## src/rtl/mem_arbiter.sv

```systemverilog
// -----------------------------------------------------------------------------
// mem_arbiter
//
// Shares one synchronous memory read port (one-cycle read latency) between an
// instruction-fetch requester (port A) and a data-load requester (port B).
// Accesses are serialised IDLE -> ISSUE -> WAIT -> IDLE with round-robin
// fairness on ties. Each response (data + error) is returned to the granted
// port together with a one-cycle ack pulse.
//
// Ports
//   clk, reset          : clock, synchronous active-low reset
//   a_req / b_req       : request, held high until ack
//   a_addr, a_extra,
//   a_lower, a_upper    : port A request fields (B likewise)
//   a_ack / b_ack       : one-cycle response pulse
//   a_data, a_error     : port A response, held until A's next ack (B likewise)
//   mem_addr, mem_extra,
//   mem_lower, mem_upper: registered memory request
//   mem_data, mem_error : memory response, valid one cycle after addr sampled
//   busy                : access in flight
//   grant               : owner of current/last access (0 = A, 1 = B)
// -----------------------------------------------------------------------------
module mem_arbiter #(
    parameter int MEM_DEPTH = 3,
    parameter int MEM_EXTRA = 4,
    localparam int DW = (2 ** MEM_EXTRA) * 8
) (
    input  logic                 clk,
    input  logic                 reset,
    input  logic                 a_req,
    input  logic [MEM_DEPTH:0]   a_addr,
    input  logic [MEM_EXTRA-1:0] a_extra,
    input  logic [MEM_DEPTH:0]   a_lower,
    input  logic [MEM_DEPTH:0]   a_upper,
    input  logic                 b_req,
    input  logic [MEM_DEPTH:0]   b_addr,
    input  logic [MEM_EXTRA-1:0] b_extra,
    input  logic [MEM_DEPTH:0]   b_lower,
    input  logic [MEM_DEPTH:0]   b_upper,
    output logic                 a_ack,
    output logic [DW-1:0]        a_data,
    output logic                 a_error,
    output logic                 b_ack,
    output logic [DW-1:0]        b_data,
    output logic                 b_error,
    output logic [MEM_DEPTH:0]   mem_addr,
    output logic [MEM_EXTRA-1:0] mem_extra,
    output logic [MEM_DEPTH:0]   mem_lower,
    output logic [MEM_DEPTH:0]   mem_upper,
    input  logic [DW-1:0]        mem_data,
    input  logic                 mem_error,
    output logic                 busy,
    output logic                 grant
);

    localparam logic [1:0] IDLE  = 2'd0;
    localparam logic [1:0] ISSUE = 2'd1;
    localparam logic [1:0] WAIT  = 2'd2;

    logic [1:0]           r_state;
    logic                 r_last;
    logic                 r_grant;
    logic                 r_busy;
    logic                 r_a_ack;
    logic                 r_b_ack;
    logic [DW-1:0]        r_a_data;
    logic                 r_a_error;
    logic [DW-1:0]        r_b_data;
    logic                 r_b_error;
    logic [MEM_DEPTH:0]   r_mem_addr;
    logic [MEM_EXTRA-1:0] r_mem_extra;
    logic [MEM_DEPTH:0]   r_mem_lower;
    logic [MEM_DEPTH:0]   r_mem_upper;

    logic                 w_a_qual;
    logic                 w_b_qual;
    logic                 w_win_b;
    logic                 w_do_grant;
    logic                 w_do_done;
    logic [1:0]           w_state_nxt;
    logic [MEM_DEPTH:0]   w_sel_addr;
    logic [MEM_EXTRA-1:0] w_sel_extra;
    logic [MEM_DEPTH:0]   w_sel_lower;
    logic [MEM_DEPTH:0]   w_sel_upper;

    // A port whose ack is high this cycle has just been served; masking it
    // stops the still-high req from being issued a second time.
    assign w_a_qual   = a_req & ~r_a_ack;
    assign w_b_qual   = b_req & ~r_b_ack;
    // B wins when it is alone, or on a tie when A was served last.
    assign w_win_b    = w_b_qual & (~w_a_qual | ~r_last);
    assign w_do_grant = (r_state == IDLE) & (w_a_qual | w_b_qual);
    assign w_do_done  = (r_state == WAIT);

    // Next-state selection for the access sequencer.
    always_comb begin
        w_state_nxt = r_state;
        case (r_state)
            IDLE: begin
                if (w_a_qual | w_b_qual) begin
                    w_state_nxt = ISSUE;
                end else begin
                    w_state_nxt = IDLE;
                end
            end
            ISSUE:   w_state_nxt = WAIT;
            WAIT:    w_state_nxt = IDLE;
            default: w_state_nxt = IDLE;
        endcase
    end

    // Request-field mux picking the winning port's fields.
    always_comb begin
        w_sel_addr  = a_addr;
        w_sel_extra = a_extra;
        w_sel_lower = a_lower;
        w_sel_upper = a_upper;
        if (w_win_b) begin
            w_sel_addr  = b_addr;
            w_sel_extra = b_extra;
            w_sel_lower = b_lower;
            w_sel_upper = b_upper;
        end else begin
            w_sel_addr  = a_addr;
            w_sel_extra = a_extra;
            w_sel_lower = a_lower;
            w_sel_upper = a_upper;
        end
    end

    // Sequencer state, ownership tracking and busy flag.
    always_ff @(posedge clk) begin
        if (!reset) begin
            r_state <= IDLE;
            r_last  <= 1'b1;
            r_grant <= 1'b0;
            r_busy  <= 1'b0;
        end else begin
            r_state <= w_state_nxt;
            r_busy  <= (w_state_nxt != IDLE);
            if (w_do_grant) begin
                r_grant <= w_win_b;
                r_last  <= w_win_b;
            end
        end
    end

    // Memory request registers; they change only on a grant and hold otherwise.
    always_ff @(posedge clk) begin
        if (!reset) begin
            r_mem_addr  <= {(MEM_DEPTH+1){1'b0}};
            r_mem_extra <= {MEM_EXTRA{1'b0}};
            r_mem_lower <= {(MEM_DEPTH+1){1'b0}};
            r_mem_upper <= {(MEM_DEPTH+1){1'b0}};
        end else if (w_do_grant) begin
            r_mem_addr  <= w_sel_addr;
            r_mem_extra <= w_sel_extra;
            r_mem_lower <= w_sel_lower;
            r_mem_upper <= w_sel_upper;
        end
    end

    // Response capture into the granted port and its one-cycle ack pulse.
    always_ff @(posedge clk) begin
        if (!reset) begin
            r_a_ack   <= 1'b0;
            r_b_ack   <= 1'b0;
            r_a_data  <= {DW{1'b0}};
            r_a_error <= 1'b0;
            r_b_data  <= {DW{1'b0}};
            r_b_error <= 1'b0;
        end else begin
            r_a_ack <= w_do_done & ~r_grant;
            r_b_ack <= w_do_done &  r_grant;
            if (w_do_done && r_grant) begin
                r_b_data  <= mem_data;
                r_b_error <= mem_error;
            end else if (w_do_done) begin
                r_a_data  <= mem_data;
                r_a_error <= mem_error;
            end
        end
    end

    assign a_ack     = r_a_ack;
    assign b_ack     = r_b_ack;
    assign a_data    = r_a_data;
    assign a_error   = r_a_error;
    assign b_data    = r_b_data;
    assign b_error   = r_b_error;
    assign mem_addr  = r_mem_addr;
    assign mem_extra = r_mem_extra;
    assign mem_lower = r_mem_lower;
    assign mem_upper = r_mem_upper;
    assign busy      = r_busy;
    assign grant     = r_grant;

endmodule

```

## config.mk

```make
export PLATFORM = sky130hd
export DESIGN_NAME = mem_arbiter
export DESIGN_NICKNAME = d
export VERILOG_FILES = /design/src/rtl/mem_arbiter.sv
export SDC_FILE = /design/constraint.sdc
export NUM_CORES = 1
export LEC_CHECK = 0
export ABC_AREA = 1
export CORE_AREA = 3 3 171 173
export CTS_CLUSTER_DIAMETER = 150
export DETAILED_ROUTE_END_ITERATION = 7
export DIE_AREA = 0 0 174 176
export GPL_TIMING_DRIVEN = 0
export PLACE_DENSITY_LB_ADDON = 0.08
export SYNTH_ARGS = -nofsm -noshare
export SYNTH_HDL_FRONTEND = slang
export SYNTH_SLANG_ARGS = --single-unit
```

## constraint.sdc

```tcl
create_clock -name clk -period 1.52 [get_ports clk]
set_clock_uncertainty 0.05 [all_clocks]
set_input_delay 0.152 -clock clk [delete_from_list [all_inputs] [get_ports clk]]
set_output_delay 0.152 -clock clk [all_outputs]
set_load 0.01 [all_outputs]
```

After elaboration in Yosys (flattened, before gate mapping)
Index checks and enable logic that the tools add are counted.
{ "word_totals": {"register_bits": 281, "latch_bits": 0, "mem_bits_rw": 0, "rom_bits": 0, "inputBits": 165, "output_inout_bits": 278, "word_cells": 40, "memories": 0} }
{ "op_classes": {"add_sub_neg": 0, "n_mul": 0, "div_mod_pow": 0, "order_cmp": 0, "eq_ne": 2, "shift": 0, "mux": 6, "bitwise_logic": 14, "reduce_logical": 4} }
{ "op_table": {"columns": ["cell", "n"], "rows": [
  ["$mux 4", 4],
  ["$and 1x1->1", 6],
  ["$not 1->1", 6],
  ["$pmux 2 s2", 1],
  ["$eq 2x1->1 const B", 1],
  ["$eq 2x2->1 const B", 1],
  ["$logic_not 2->1", 1],
  ["$or 1x1->1", 2],
  ["$reduce_and 2->1", 1],
  ["$reduce_bool 2->1", 1],
  ["$logic_and 1x1->1", 1],
  ["$mux 1", 1]
]} }

Logic depth before layout (Yosys ltp)
{ "logic_depth": {"ltp_word": 6, "ltp_mapped": 8, "depth_no_buf": 7} }

Worst setup path after synthesis
Ideal clock, no wire load.
{ "synth_path": {"path_type": "register to register", "startpoint": "register r_grant, in the netlist grant", "endpoint": "register r_a_data[42], in the netlist a_data[42]", "setup_ps": 70, "arrival_time_ps": 1084, "required_ps": 1400, "setup_slack_ps": 316, "path_stages_with_launch": 6, "n_path_buf": 2, "period_less_slack_ps": 1204, "cell_sequence": "dfxtp_1 -> nand3b_4 -> buf_6 -> buf_6 -> o21ai_1 -> a21oi_1"} }
{ "synth_via": {"elab_chain_len": 3} }
{ "synth_rtl": {"columns": ["element", "line_no", "rtl"], "rows": [
  ["from (decl)", "62", "logic r_grant;"],
  ["from (signal assigned)", "142", "r_grant <= w_win_b;"],
  ["$logic_and 1x1->1", "175", "if (w_do_done && r_grant) begin"],
  ["$not 1->1 (no line)", null, null],
  ["$reduce_and 2->1 (no line)", null, null],
  ["to (signal assigned)", "168", "r_a_data <= {DW{1'b0}};"],
  ["to (signal assigned)", "179", "r_a_data <= mem_data;"],
  ["to (decl)", "66", "logic [DW-1:0] r_a_data;"]
]} }
No other way between the ends.
A chain may end at the register's enable or synchronous reset.

Final worst setup path
{ "layout_path": {"startpoint": "register r_a_ack, in the netlist a_ack", "endpoint": "output a_ack"} }
{ "layout_rtl": {"columns": ["element", "line_no", "rtl"], "rows": [
  ["from (decl)", "64", "logic r_a_ack;"],
  ["from (signal assigned)", "173", "r_a_ack <= w_do_done & ~r_grant;"],
  ["to (decl)", "40", "output logic a_ack,"]
]} }
No word-level cell between the ends.

==> flow_metrics.py <==
metrics = {
    "timing": {
        "timing.final.crit_period_ns": 1.46,
        "finalSetupTns_ns": 0,
        "finalSetupViolCount": 0,
        "drv_slew": 0,
        "fin_crit_sh_pct": 96.1,
        "relSlewSlack_pct": 68.1,
        "tightest_slew_ns": 0.479,
        "hold_violations": 0,
        "fmax_ghz": 0.685,
    },
    "flow_run": {
        "drv_cap": 0,
    },
    "global_routing": {
        "antenna_found_initial": 3,
        "grt_pass1_wl_um": 56300,
        "grt_max_degree": 16,
        "grtUsageTotal_pct": 23.2,
        "grt_pass1_vias": 9856,
        "grt_overflow": 0,
    },
    "hold_path": {
        "min_path_type": "in -> reg",
        "hold_depth": 4,
    },
    "synthesis": {
        "synth.area.mux_share_pct": 0,
        "synth_top_family_by_area": "compound AO/OA/AOI/OAI gates",
        "synthesis.area_sq_um": 10600,
        "yosys.area_share.adder_pct": 0,
        "synth_warnings": 0,
        "synth_seq_cells": 281,
        "synth_compound_area_share_pct": 25.8,
        "yosys.area_share.simple_pct": 4.57,
        "synth_cells": 1305,
        "ys_seq_area_share_pct": 53.3,
        "syn_nets": 1470,
        "ys_types": 21,
        "yosys.area_share.xor_xnor_pct": 0,
        "syn_avg_cell_area_sq_um": 8.09,
    },
    "setup_path": {
        "regToRegSetupSlack_ns": 0.11,
        "slowest_delay_ns": 0.41,
        "rr_startpoint": "b_ack",
        "crit_arrival_ns": 1.26,
        "r2r-end": "mem_extra[2]",
        "worst_r2r_path_depth": 8,
        "slowest_stage": "dfxtp_1",
        "crit_fanout": 2,
        "critical_path.top_delay_family": "flip-flops",
        "crit_cells": 1,
        "critPathKind": "reg -> out",
        "crit_end": "a_ack",
        "cp_data_required_time_ns": 1.32,
        "critPathLaunch": "a_ack",
        "path_buf_inv": 1,
        "worst_setup_path_start_kind": "register",
        "worstSetupEndpointType": "primary output",
        "path_cells": "dlygate4sd2_1",
    },
    "placement": {
        "io_buffers": 441,
        "routabilityCongestion": 0.921,
        "hpwl_um": 28000,
    },
    "routing": {
        "num_vias": 10100,
        "totalWireLength_um": 37100,
        "drt_pass1_iterations": 5,
        "drc": 0,
        "ant_nets": 0,
        "drt_iter0_drc": 464,
        "viasPerCell": 4.61,
        "routedWlPerCell_um": 17.0,
    },
    "finish": {
        "nets": 1944,
        "syn2layout_area_growth_pct": 52.6,
        "final_cell_mix": "279 x dfxtp_1, 278 x inv_1, 276 x dlygate4sd2_1",
        "drive_gt1_share_pct": 7.10,
        "final_common_cell": "dfxtp_1",
    },
    "clocking": {
        "insertion_delay_ns": 0.55,
        "cts_root_buf": "clkbuf_16",
        "cts_max_level": 1,
        "cts_buffers": 31,
        "cts.sinks": 281,
        "cts_tree": "built",
        "path_clk_slew_ns": 0.06,
        "postCtsHoldBufs": 0,
        "clock_path_buffers": 3,
    },
    "floorplanning": {
        "die-area_sq_um": 30600,
        "die_w_um": 174,
        "start_util_pct": 38.0,
        "coreArea_sq_um": 27800,
        "die_h_um": 176,
        "core.rowCount": 61,
        "ios": 443,
    },
    "power": {
        "ir_worst_vdd_uv": 699,
        "leakage_nw": 7.20,
        "power_mw": 17.4,
        "p_per_area_nw_per_um2": 1080,
    },
    "outcome": {
        "status": "completed",
    },
}
==> cell usage after synthesis, drive strengths merged <==
cell / number / area, sq um
buf: 62 / 542
nand2: 54 / 203
dfxtp: 281 / 5630
a21boi: 16 / 120
nor2: 37 / 141
nand3b: 1 / 20.0
or2: 1 / 6.26
nand3: 20 / 113
a21oi: 261 / 1320
o21ai: 258 / 1290
inv: 280 / 1050
clkbuf: 34 / 130
==> report_power, final <==
| group | total [mW] | leakage [nW] | internal [mW] | switching (mW) |
|---|---|---|---|---|
| Sequential | 7.86 | 2.28 | 7.70 | 0.160 |
| Clock | 7.26 | 0.485 | 4.26 | 3.00 |
| Combinational | 2.26 | 4.43 | 1.08 | 1.18 |
| Total | 17.4 | 7.20 | 13.0 | 4.34 |
==> kinds of logic after synthesis <==
kind of cell,Yosys count
compound gates,535
buf+inv,376
flops,281
simple gates,113
==> state kept, by name, indices dropped and copies added (netlist names) <==
name / flops
mem_upper: 4
b_data: 128
busy: 1
a_ack: 1
b_error: 1
mem_lower: 4
grant: 1
r_last: 1
a_error: 1
b_ack: 1
r_state: 2
a_data: 128
mem_extra: 4
mem_addr: 4
==> final cells by class <==
cell class / count / area (sq um)
Inverter: 280 / 1050
Tap cell: 378 / 473
Multi-Input combinational cell: 648 / 3220
Sequential cell: 281 / 5630
Antenna cell: 2 / 5.00
Clock inverter: 10 / 83.8
Clock buffer: 47 / 906
Buffer: 96 / 682
Timing Repair Buffer: 441 / 4070
Fill cell: 2724 / 11700
==> through the flow <==
stage | std cells | setup slack [ns] | util [%] | hold WS (ns) | area [sq um]
after floorplan | 1305 | 0.316 | - | 0.275 | 10600
after global placement | 2124 | -0.124 | 55.6 | 0.380 | 15400
after detailed placement | 2124 | -0.147 | 55.6 | 0.383 | 15400
after CTS | 2181 | 0.0108 | 57.9 | 0.0706 | 16100
after global routing | 2183 | -0.00191 | 58.0 | 0.119 | 16100
final | 2183 | 0.0594 | 58.0 | 0.0944 | 16100
==> how the worst min path moves through the flow <==
| stage | startpoint | end | slack [ns] |
|---|---|---|---|
| floorplan | mem_data[72] | b_data[72] | 0.28 |
| global placement | a_data[119] | a_data[119] | 0.38 |
| detailed placement | a_data[115] | a_data[115] | 0.38 |
| CTS | reset | a_data[116] | 0.07 |
| global route | reset | a_data[118] | 0.12 |
| finish | reset | a_data[116] | 0.09 |
==> per-layer routing <==
metal / global-route usage [%] / share of wire, %
met5: 0 / 0.024
met4: 7.84 / 3.2
met3: 7.44 / 8.9
met2: 40.5 / 48
met1: 27.0 / 39
==> what timing repair did <==
item | in CTS | in global routing
endpoints found under the setup margin | 279 | 24
gates cloned | 0 | 0
pin swaps | 0 | 1
buffers inserted | 0 | 0
resized for setup | 281 | 19
No activity file was read; power rests on OpenSTA's default activity.
